==> src/rtl/sipo_deserializer.sv <==
// Serial-in/parallel-out deserializer. Assembles WIDTH-bit words from a qualified bit
// stream and presents each word in a valid/ready holding register with a sticky overrun flag.
module sipo_deserializer #(
  parameter int WIDTH     = 8,
  parameter bit MSB_FIRST = 1'b1,
  parameter int CW        = $clog2(WIDTH)
) (
  input  logic             clk,
  input  logic             rst,
  input  logic             din,
  input  logic             din_en,
  input  logic             frame_sync,
  output logic [WIDTH-1:0] dout,
  output logic             dout_valid,
  input  logic             dout_ready,
  output logic             overrun,
  input  logic             clr_overrun,
  output logic [CW-1:0]    bit_cnt
);

  // Only WIDTH-1 bits are ever stored; the last bit goes straight from din into the word.
  logic [WIDTH-2:0] shift_q, shift_d;
  logic [WIDTH-1:0] dout_q, dout_d;
  logic [WIDTH-1:0] word;
  logic [WIDTH-1:0] sync_word;
  logic [CW-1:0]    cnt_q, cnt_d;
  logic             valid_q, valid_d;
  logic             ovr_q, ovr_d;
  logic             complete;
  logic             transfer;

  function automatic logic [WIDTH-1:0] join_bit(input logic [WIDTH-2:0] s, input logic b);
    if (MSB_FIRST) return {s, b};
    else           return {b, s};
  endfunction

  function automatic logic [WIDTH-2:0] keep_partial(input logic [WIDTH-1:0] w);
    if (MSB_FIRST) return w[WIDTH-2:0];
    else           return w[WIDTH-1:1];
  endfunction

  always_comb begin
    shift_d   = shift_q;
    cnt_d     = cnt_q;
    dout_d    = dout_q;
    valid_d   = valid_q;
    ovr_d     = ovr_q;
    complete  = 1'b0;
    transfer  = valid_q && dout_ready;
    word      = join_bit(shift_q, din);
    sync_word = join_bit('0, din);

    // frame_sync takes priority over completion and restarts the word
    if (frame_sync) begin
      shift_d = din_en ? keep_partial(sync_word) : '0;
      cnt_d   = din_en ? CW'(1) : '0;
    end else if (din_en) begin
      if (cnt_q == CW'(WIDTH-1)) begin
        complete = 1'b1;
        shift_d  = '0;
        cnt_d    = '0;
      end else begin
        shift_d = keep_partial(word);
        cnt_d   = cnt_q + CW'(1);
      end
    end

    if (transfer)    valid_d = 1'b0;
    if (clr_overrun) ovr_d   = 1'b0;

    // A drop sets overrun after the clear so a coincident drop wins
    if (complete) begin
      if (!valid_q || dout_ready) begin
        dout_d  = word;
        valid_d = 1'b1;
      end else begin
        ovr_d = 1'b1;
      end
    end
  end

  always_ff @(posedge clk or posedge rst) begin
    if (rst) begin
      shift_q <= '0;
      cnt_q   <= '0;
      dout_q  <= '0;
      valid_q <= 1'b0;
      ovr_q   <= 1'b0;
    end else begin
      shift_q <= shift_d;
      cnt_q   <= cnt_d;
      dout_q  <= dout_d;
      valid_q <= valid_d;
      ovr_q   <= ovr_d;
    end
  end

  assign dout       = dout_q;
  assign dout_valid = valid_q;
  assign overrun    = ovr_q;
  assign bit_cnt    = cnt_q;

endmodule

==> config.mk <==
export PLATFORM = sky130hd
export DESIGN_NAME = sipo_deserializer
export DESIGN_NICKNAME = d
export VERILOG_FILES = /design/src/rtl/sipo_deserializer.sv
export SDC_FILE = /design/constraint.sdc
export NUM_CORES = 1
export LEC_CHECK = 0
export BUFFER_PORTS_ARGS = -buffer_cell sky130_fd_sc_hd__buf_2
export CELL_PAD_IN_SITES_DETAIL_PLACEMENT = 1
export CELL_PAD_IN_SITES_GLOBAL_PLACEMENT = 1
export CORE_ASPECT_RATIO = 0.7
export CORE_MARGIN = 5
export CORE_UTILIZATION = 41
export CTS_CLUSTER_SIZE = 20
export DETAILED_ROUTE_END_ITERATION = 10
export PLACE_DENSITY_LB_ADDON = 0.1
export SLEW_MARGIN = 5
export SYNTH_ARGS = -nofsm -noshare
export SYNTH_HDL_FRONTEND = slang
export SYNTH_SLANG_ARGS = --single-unit
==> constraint.sdc <==
create_clock -name clk -period 2.1 [get_ports clk]
set_clock_uncertainty 0.05 [all_clocks]
set_input_delay 0.105 -clock clk [delete_from_list [all_inputs] [get_ports clk]]
set_output_delay 0.105 -clock clk [all_outputs]
set_load 0.02 [all_outputs]
; Word level (Yosys, flattened, before mapping)
; Cells that the tools add are included.
[totals]
word_cells = 29
input_bits = 7
output_inout_bits = 13
reg_bits = 20
[op_classes]
eq_ne = 1
n_addsub = 1
mux = 17
n_reduce_logical = 5
[ops]
columns = operator, n
row1 = two-way mux 7 bit, 3
row2 = two-way mux 1 bit, 11
row3 = two-way mux 3 bit, 3
row4 = adder 3 x 1 -> 3 bit (second input constant), 1
row5 = == test 3 bit (second input constant), 1
row6 = AND reduction 2 bit, 1
row7 = nonzero test 2 bit, 1
row8 = logical AND 1 bit, 1
row9 = zero test 1 bit, 1
row10 = logical OR 1 bit, 1

; Longest topological paths before layout
; Gate-level depths: netlist (run 1).
[depth]
depth_word = 5
mapped_depth = 6
depth_no_buf = 5

; Least setup slack after synthesis (run 1)
; No wires, ideal clock.
[synth_path]
path_type = register to register
start = reg cnt_q[0] (netlist: bit_cnt[0])
end = reg dout_q[0] (netlist: dout[0])
stages_incl_launch_ff = 7
slack_ps = 405
arrival_time_ps = 1520
setup_time_ps = 125
synth_period_minus_slack_ps = 1695
required_time_ps = 1925
path_buffers = 1
cell_sequence = dfrtp_1 -> ha_1 -> ha_1 -> nand3b_4 -> nor2b_4 -> buf_12 -> mux2_4
[synth_via]
elab_chain_len = 5
[synth_rtl]
columns = element, line_no
row1 = from (decl), 26  ; logic [CW-1:0] cnt_q, cnt_d;
row2 = from (signal assigned), 91  ; cnt_q <= cnt_d;
row3 = == test 3 bit, 58  ; if (cnt_q == CW'(WIDTH-1)) begin
row4 = two-way mux 1 bit, 58
row5 = two-way mux 1 bit, 57  ; end else if (din_en) begin
row6 = two-way mux 1 bit, 54  ; if (frame_sync) begin
row7 = AND reduction 2 bit (no line), -
row8 = to (signal assigned), 92  ; dout_q <= dout_d;
row9 = to (decl), 23  ; logic [WIDTH-1:0] dout_q, dout_d;
; Every way passes these cells.
; A chain may end at the register's enable or synchronous reset.

; Final worst setup path (run 1)
[layout_path]
start = reg cnt_q[0] (netlist: bit_cnt[0])
end = reg dout_q[1] (netlist: dout[1])
; The elaborated chain is that of the path after synthesis.

==> metrics, run 1 <==
status complete, no violations; RSZ-0062 raised after global routing no; CP endpoint dout[1]; postcts setup bufs 0; Row Count 14; crit path max-delay cell type dfrtp_1; FF+latch count, synth 20; largest net degree at the start of global routing 21; boundary pin count 20; Root Driver clkbuf_4; Worst R2R Start bit_cnt[0]; Unique masters post-synth 19; # port buffers 19; Max rail drop VDD 0.633 mV; CP Cell Sequence ha_1 -> ha_1 -> nand3b_4 -> nor2b_4 -> mux2_4; post-route setup slack 0.374 ns; Final Hold Fails 0; Die W 66.9 um; WL final 1.74 mm; reg2reg end dout[1]; Avg Vias per Cell 4.54; Post-Synthesis Cell Area 928 um2; clock sinks 20; hold crit path type input pin to flip-flop; Inst Count DP 118; Routability Congestion 0.772; filler cell count 245; Slew @ Worst Pin 0.741 ns; EDFF count, synth 0; Clock transition at path regs 0.12 ns; initial antenna violation count 0; final period utilization 0.822; Async S/R FF share, synth 1.00; leak pwr 0.584 nW; pwr/cell area 699 nW/um2; Antenna Cells 0; CTS Buf Count 3; die area 3330 um2; Starting Density 0.431; Synth Warn # 0; CTS-repair resized insts 0; synthesized area per cell 13.1 um2; Tot Pwr 0.000776 W; part of the Yosys area used for sequential elements 0.539; critical path data required time 2.25 ns; final std cells w/o fill 125; # H-tree levels 1; layout cells sized above 1 0.355; Startpoint Class flip-flop; overall routing resource usage 0.121; R2R Setup Slk 0.37 ns; Net Count, Synth 81; vias in the first global route 575; synth top area cells dfrtp_1 (54%), mux2_4 (13%), nand2b_1 (5.4%); DR WL/cell 13.9 um; Reg2Reg Depth 5; Fmax achieved 579 MHz; Nets 104; first-pass GRT wire length 2.86 mm; CTS max path bufs 2; critical path arrival 1.88 ns; grt total ovfl 0; initial DRC count 7; count leader, synth dfrtp_1; detailed placement HPWL 1.25 mm; final setup TNS 0 ns; CP startpoint bit_cnt[0]; list of most frequent post-synthesis cells dfrtp_1 (20), mux2_4 (8), nand2b_1 (8); Setup Crit Path Kind flip-flop to flip-flop; cell accounting for the most synthesized area dfrtp_1; Most common cell on crit path ha_1; Final ANT Viol Nets 0; Yosys top cell area share 0.539; worst hold slack 0.0418 ns; Post-Syn Instances 71; DP Worst Slack 0.377 ns; DR vias 568; ys flop type dfrtp_1; Setup-failing EPs final 0; Die Y 49.8 um; core area 2150 um2; slowest cell delay on critical path 0.40 ns; drt first pass iters 2; max cap viols 0; Slew headroom 0.505; area delta synth->final 19.5%; critical path fanouts, max 8; minimum clock period 1.73 ns; # DRC 0; worst skew pair latency 0.30 ns; CTS tree done; max-slew violations 0; nature of the critical path endpoint flip-flop
-- worst min path at each step --
| stage | from | endpoint | slack (ns) | cells past startpoint |
|---|---|---|---|---|
| finish | dout_ready | dout_valid | 0.04 | 3 |
| global route | dout_ready | dout_valid | 0.04 | 3 |
| CTS | dout_ready | dout_valid | 0.04 | 3 |
| detailed placement | rst | dout[2] | 0.22 | 2 |
| global placement | rst | dout[1] | 0.22 | 2 |
| floorplan | rst | bit_cnt[0] | 0.02 | 1 |
-- layer usage --
layer  part of all wire  vias up  GRT usage
li1                   -      287          -
met1               0.52      262      0.174
met2               0.41       14      0.160
met3              0.051        5     0.0477
met4              0.017        0     0.0505
met5                  0        -          0
-- registers in the layout, summed over array words and instances, names as in the netlist --
name and flops:
bit_cnt 3, dout 8, dout_valid 1, overrun 1, shift_q 7
-- kinds of logic after synthesis --
group,synth area share
buffers and inverters,0.0472
muxes,0.151
AOI/OAI and AO/OA,0.0553
adders and majority gates,0.0404
DFF,0.539
and+or+nand+nor,0.167
-- final cells by class --
type	count	area, um2	share of cell area
clock buffers	3	22.5	0.0203
clock inverters	1	30.0	0.0271
inverters	2	7.51	0.00676
multi-input cells	45	384	0.346
flip-flops and latches	20	500	0.451
well taps	32	40.0	0.0361
repair buffers	22	125	0.113
-- layout by cell type, fill, tap and decap left out, types with 2 or more instances in the layout --
master,count
buf_2,19
nand3b_1,6
mux2i_1,2
inv_1,2
nor2_1,4
dfrtp_1,20
a21oi_1,6
ha_1,3
nand2_1,3
nand2b_1,8
clkbuf_4,3
dlygate4sd3_1,3
mux2_4,8
-- power by group --
| part | internal, W | switching, W | total, W |
|---|---|---|---|
| clock network | 0.000193 | 0.000119 | 0.000312 |
| logic | 0.0000258 | 0.0000357 | 0.0000614 |
| registers | 0.000394 | 0.00000808 | 0.000402 |
-- per-stage QoR --
step	utilization	instance area [um2]
2_1_floorplan	-	928
3_3_place_gp	0.477	1030
3_5_place_dp	0.477	1030
4_1_cts	0.515	1110
5_1_grt	0.515	1110
6_report	0.515	1110
-- critical path: cells and delay by family, from the launching register on --
| family | cells | cell delay, ns |
|---|---|---|
| flip-flops | 1 | 0.40 |
| adder cells (fa/ha/maj) | 2 | 0.40 |
| AND/OR/NAND/NOR | 2 | 0.43 |
| multiplexers | 1 | 0.34 |
-- repair_timing --
item                                    4_1_cts  5_1_grt
hold buffers                                  3        0
hold endpoints to repair                     22        0
endpoints found under the setup margin        0        0
Power figures use the tool's default switching activity.
==> run 2, diff against run 1 <==
CORE_UTILIZATION = 37   (was 41)
clock period = 1.5 ns   (was 2.1 ns; I/O delays follow)
==> run 2 against run 1 <==
Sequential share of layout area fell by 4.6 points. Register-to-register slack lost 0.36 ns. Clock-buffer cell count stayed put. First-iteration DRC count grew to 4.7 times the previous value. Core utilization down 0.59 points. Fmax rose by 16%. Worst setup slack got worse by 0.36 ns.
==> metrics, run 2 (synthesis results as in run 1) <==
critical path fanouts, max 8 (unchanged); Avg Vias per Cell 4.61 (was 4.54); # DRC 0 (unchanged); filler cell count 269 (was 245); Slew headroom 0.706 (was 0.505); DR vias 636 (was 568); Starting Density 0.381 (was 0.431); Hold Path Origin din_en (was dout_ready); final period utilization 0.992 (was 0.822); worst skew pair latency 0.31 ns (was 0.30 ns); status complete, no violations (unchanged); vias in the first global route 694 (was 575); nature of the critical path endpoint flip-flop (unchanged); pwr/cell area 905 nW/um2 (was 699 nW/um2); hold crit path type input pin to flip-flop (unchanged); initial DRC count 33 (was 7); max cap viols 0 (unchanged); Slew @ Worst Pin 0.440 ns (was 0.741 ns); Setup Crit Path Kind flip-flop to flip-flop (unchanged); Max rail drop VDD 0.602 mV (was 0.633 mV); Hold Crit Depth 5 (was 3); boundary pin count 20 (unchanged); Most common cell on crit path ha_4 (was ha_1); Endpoint, Worst Hold dout_valid (unchanged); Startpoint Class flip-flop (unchanged); Antenna Cells 0 (unchanged); Final ANT Viol Nets 0 (unchanged); RSZ-0062 raised after global routing yes (was no); initial antenna violation count 0 (unchanged); CP Cell Sequence ha_4 -> ha_4 -> nand3b_4 -> nor2b_4 -> buf_12 -> mux2_4 (was ha_1 -> ha_1 -> nand3b_4 -> nor2b_4 -> mux2_4); die area 3630 um2 (was 3330 um2); worst path bufs/invs 1 (was 0); Die Y 51.9 um (was 49.8 um); largest net degree at the start of global routing 18 (was 21); Setup-failing EPs final 0 (unchanged); R2R Setup Slk 0.01 ns (was 0.37 ns); drt first pass iters 2 (unchanged); WL final 2.02 mm (was 1.74 mm); Clock transition at path regs 0.12 ns (about the same); Crit path max-delay family flip-flops (was simple AND/OR/NAND/NOR gates); Routability Congestion 0.743 (was 0.772); max-slew violations 0 (unchanged); core area 2440 um2 (was 2150 um2); CTS tree done (unchanged); # H-tree levels 1 (unchanged); leak pwr 0.630 nW (was 0.584 nW); Row Count 15 (was 14); Die W 69.9 um (was 66.9 um); critical path data required time 1.66 ns (was 2.25 ns); crit path max-delay cell type dfrtp_2 (was dfrtp_1); # port buffers 19 (unchanged); reg2reg end dout[1] (unchanged); commonest non-fill, non-tap cell in the layout buf_2 (was dfrtp_1); Largest register FFs 8 (unchanged); Fmax achieved 672 MHz (was 579 MHz); first-pass GRT wire length 3.52 mm (was 2.86 mm); Final Hold Fails 0 (unchanged); final setup TNS 0 ns (unchanged); slowest cell delay on critical path 0.41 ns (was 0.40 ns); area delta synth->final 33.8% (was 19.5%); DR WL/cell 14.6 um (was 13.9 um); Root Driver clkbuf_4 (unchanged); Nets 115 (was 104); CTS max path bufs 2 (unchanged); detailed placement HPWL 1.41 mm (was 1.25 mm); overall routing resource usage 0.131 (was 0.121); minimum clock period 1.49 ns (was 1.73 ns); Tot Pwr 0.00112 W (was 0.000776 W); most frequent cells in the layout buf_2 (19), dfrtp_1 (18), nand2b_1 (8), mux2_4 (8), buf_4 (8) (was dfrtp_1 (20), buf_2 (19), nand2b_1 (8), mux2_4 (8)); critical path arrival 1.65 ns (was 1.88 ns); Reg2Reg Depth 6 (was 5); clock sinks 20 (unchanged); layout cells sized above 1 0.452 (was 0.355); CTS Buf Count 3 (unchanged); Worst R2R Start bit_cnt[1] (was bit_cnt[0]); grt total ovfl 0 (unchanged)
-- run 2: cell count changes in the layout (fill, tap and decap cells not counted), moves of 2 or more --
cell | previous run | this run
buf_4 | 0 | 8
dfrtp_1 | 20 | 18
dfrtp_2 | 0 | 2
dlygate4sd3_1 | 3 | 5
ha_1 | 3 | 0
ha_4 | 0 | 2
-- run 2: what timing repair did --
action	4_1_cts	5_1_grt
setup endpoints to repair	8	14
hold buffers	4	1
endpoints found under the hold margin	14	1
pin swaps	1	1
buffers inserted	2	1
resized for setup	0	1
-- run 2: worst min-delay path: cells and delay by family --
kind / cells / cell delay [ns]
buffers and inverters: 3 / 0.31
AND/OR/NAND/NOR: 2 / 0.13
-- run 2: report_power, final --
| part | switching, W | internal (W) | total, W | leakage (nW) |
|---|---|---|---|---|
| sequential | 0.0000120 | 0.000552 | 0.000564 | 0.272 |
| combinational | 0.0000579 | 0.0000556 | 0.000114 | 0.330 |
| clock | 0.000177 | 0.000270 | 0.000447 | 0.0279 |
-- run 2: through the flow --
stage | setup WS, ns | instances | instance area, um2 | util | hold WS, ns
floorplan | -0.0384 | 71 | 956 | - | -0.0113
CTS | 0.00301 | 136 | 1220 | 0.501 | 0.0142
global route | -0.0337 | 138 | 1240 | 0.509 | 0.174
detailed placement | -0.0104 | 126 | 1110 | 0.457 | 0.0527
finish | 0.0121 | 138 | 1240 | 0.509 | 0.183
global placement | 0.0183 | 126 | 1110 | 0.457 | 0.0491
-- run 2: worst max-delay path by stage --
| stage | cells past startpoint | slack (ns) | from | endpoint |
|---|---|---|---|---|
| 3_3_place_gp | 6 | 0.02 | bit_cnt[1] | dout[6] |
| 6_report | 6 | 0.01 | bit_cnt[1] | dout[1] |
| 3_5_place_dp | 6 | -0.01 | bit_cnt[1] | dout[4] |
| 2_1_floorplan | 6 | -0.04 | bit_cnt[0] | dout[0] |
| 4_1_cts | 6 | 0.003 | bit_cnt[0] | dout[7] |
| 5_1_grt | 6 | -0.03 | bit_cnt[1] | dout[7] |
-- run 2: per-layer routing --
metal / vias up / global-route usage / routed length (um)
li1: 309 / - / -
met1: 309 / 0.172 / 985
met2: 14 / 0.187 / 876
met3: 4 / 0.0579 / 128
met4: 0 / 0.0573 / 27
met5: - / 0 / 0
-- run 2: cell type report --
cell class,count,area (um2),area share
clock buffer,3,22.5,0.0181
sequential,20,503,0.405
timing repair buffer,33,225,0.181
multi-input combinational,45,412,0.331
clock inverter,1,30.0,0.0242
inverter,2,7.51,0.00604
tap,34,42.5,0.0342
==> run 3, diff against run 2 <==
BUFFER_PORTS_ARGS = -buffer_cell sky130_fd_sc_hd__buf_4   (was -buffer_cell sky130_fd_sc_hd__buf_2)
MAX_ROUTING_LAYER = met4   (was not set)
==> run 3 against run 2 <==
Final area rose by 1.0%. First-iteration DRC count fell by 48%. Clock-buffer cell count did not move. Non-clock buffer count fell by 4. Power fell by 0.57%. Core utilization rose by 0.51 points. Sequential power barely moved. Via count fell by 4.4%. Sequential share of layout area fell by 0.40 points.
==> metrics, run 3 (synthesis results as in run 1) <==
status complete, no violations (unchanged); Row Count 15 (unchanged); Die Y 51.9 um (unchanged); Clock transition at path regs 0.11 ns (was 0.12 ns); Final Hold Fails 0 (unchanged); DR vias 608 (was 636); RSZ-0062 raised after global routing yes (unchanged); final period utilization 0.994 (was 0.992); pwr/cell area 891 nW/um2 (was 905 nW/um2); WL final 1.79 mm (was 2.02 mm); drt first pass iters 4 (was 2); Avg Vias per Cell 4.54 (was 4.61); DR WL/cell 13.4 um (was 14.6 um); core area 2440 um2 (unchanged); worst path bufs/invs 1 (unchanged); nature of the critical path endpoint flip-flop (unchanged); max-slew violations 0 (unchanged); initial antenna violation count 0 (unchanged); die area 3630 um2 (unchanged); clock sinks 20 (unchanged); Starting Density 0.381 (unchanged); Max rail drop VDD 0.496 mV (was 0.602 mV); initial DRC count 17 (was 33); Inst Count DP 125 (was 126); CP Cell Sequence ha_4 -> ha_4 -> nand3b_4 -> nor2b_4 -> buf_12 -> mux2_4 (unchanged); Die W 69.9 um (unchanged); minimum clock period 1.49 ns (about the same); largest net degree at the start of global routing 21 (was 18); Fmax achieved 671 MHz (was 672 MHz); vias in the first global route 624 (was 694); # DRC 0 (unchanged); max cap viols 0 (unchanged); Routability Congestion 0.715 (was 0.743); filler cell count 262 (was 269); commonest non-fill, non-tap cell in the layout buf_4 (was buf_2); most frequent cells in the layout buf_4 (24), dfrtp_1 (18), nand2b_1 (8), mux2_4 (8) (was buf_2 (19), dfrtp_1 (18), nand2b_1 (8), mux2_4 (8), buf_4 (8)); detailed placement HPWL 1.35 mm (was 1.41 mm); crit path max-delay cell type dfrtp_2 (unchanged); final setup TNS 0 ns (unchanged); hold crit path type input pin to flip-flop (unchanged); Slew headroom 0.831 (was 0.706); leak pwr 0.619 nW (was 0.630 nW); multi-input combinational cell area 409 um2 (was 412 um2); slowest cell delay on critical path 0.40 ns (was 0.41 ns); Reg area 503 um2 (unchanged); CTS Buf Count 3 (unchanged); grt total ovfl 0 (unchanged); Root Driver clkbuf_4 (unchanged); first-pass GRT wire length 3.14 mm (was 3.52 mm); Setup Crit Path Kind flip-flop to flip-flop (unchanged); boundary pin count 20 (unchanged); Startpoint Class flip-flop (unchanged); worst hold slack 0.0156 ns (was 0.183 ns); # H-tree levels 1 (unchanged); critical path arrival 1.64 ns (was 1.65 ns); area delta synth->final 35.2% (was 33.8%); # port buffers 19 (unchanged); final std cells w/o fill 134 (was 138); Nets 111 (was 115); Most common cell on crit path ha_4 (unchanged); CTS max path bufs 2 (unchanged); critical path fanouts, max 8 (unchanged); Final ANT Viol Nets 0 (unchanged); Largest register FFs 8 (unchanged); Setup-failing EPs final 0 (unchanged); Slew @ Worst Pin 0.253 ns (was 0.440 ns); critical path data required time 1.65 ns (was 1.66 ns); worst skew pair latency 0.31 ns (about the same); layout cells sized above 1 0.430 (was 0.452); Crit path max-delay family flip-flops (unchanged); Antenna Cells 0 (unchanged); CTS-repair resized insts 0 (unchanged); CTS tree done (unchanged); overall routing resource usage 0.119 (was 0.131)
## run 3: changes by cell type in the layout (fill, tap and decap cells not counted), sizes merged
cell / change
dlygate4sd3: -1
buf: -3
## run 3: final timing paths
kind / startpoint / to / slack, ns / cells past startpoint
max: bit_cnt[1] / dout[0] / 0.009 / 6
min: dout_ready / dout_valid / 0.02 / 3
max reg2reg: bit_cnt[1] / dout[0] / 0.009 / 6
min reg2reg: shift_q[6] / dout[7] / 0.47 / 1
max in group asynchronous: rst / bit_cnt[1] / 0.89 / 4
min in group asynchronous: rst / dout[0] / 0.29 / 4
## run 3: cell type report
| cell class | count | area share |
|---|---|---|
| clock inverter | 1 | 0.0239 |
| clock buffer | 3 | 0.0179 |
| tap | 34 | 0.0339 |
| timing repair buffer | 29 | 0.191 |
| sequential | 20 | 0.401 |
| inverter | 2 | 0.00598 |
| multi-input combinational | 45 | 0.326 |
## run 3: where the power goes
part / switching (W) / internal (W) / total, W
registers: 0.0000119 / 0.000552 / 0.000564
clock network: 0.000169 / 0.000270 / 0.000439
logic: 0.0000555 / 0.0000592 / 0.000115
## run 3: worst register-to-register path: cells and delay by family, from the launching register on
family	cells	cell delay, ns
buf+inv	1	0.14
mux	1	0.30
fa+ha+maj	2	0.29
simple gates	2	0.21
flops	1	0.40
## run 3: stage by stage
stage	power, W	utilization	setup slack [ns]	area [um2]
2_1_floorplan	0.000636	-	-0.0384	956
3_3_place_gp	0.000679	0.473	0.0157	1150
3_5_place_dp	0.000680	0.473	-0.00329	1150
4_1_cts	0.00114	0.514	-0.00368	1250
5_1_grt	0.00117	0.514	-0.0382	1250
6_report	0.00112	0.514	0.00923	1250
## run 3: what timing repair did
action / CTS / global route
setup endpoints to repair: 8 / 8
endpoints found under the hold margin: 31 / 0
hold buffers: 4 / 0
buffers inserted: 1 / 0
## run 3: metal layers
layer	vias up	part of all wire	wire length, um	GRT usage
li1	297	-	-	-
met1	288	0.51	916	0.169
met2	20	0.39	702	0.150
met3	3	0.087	156	0.0521
met4	0	0.0095	17	0.0287
met5	-	0	0	-
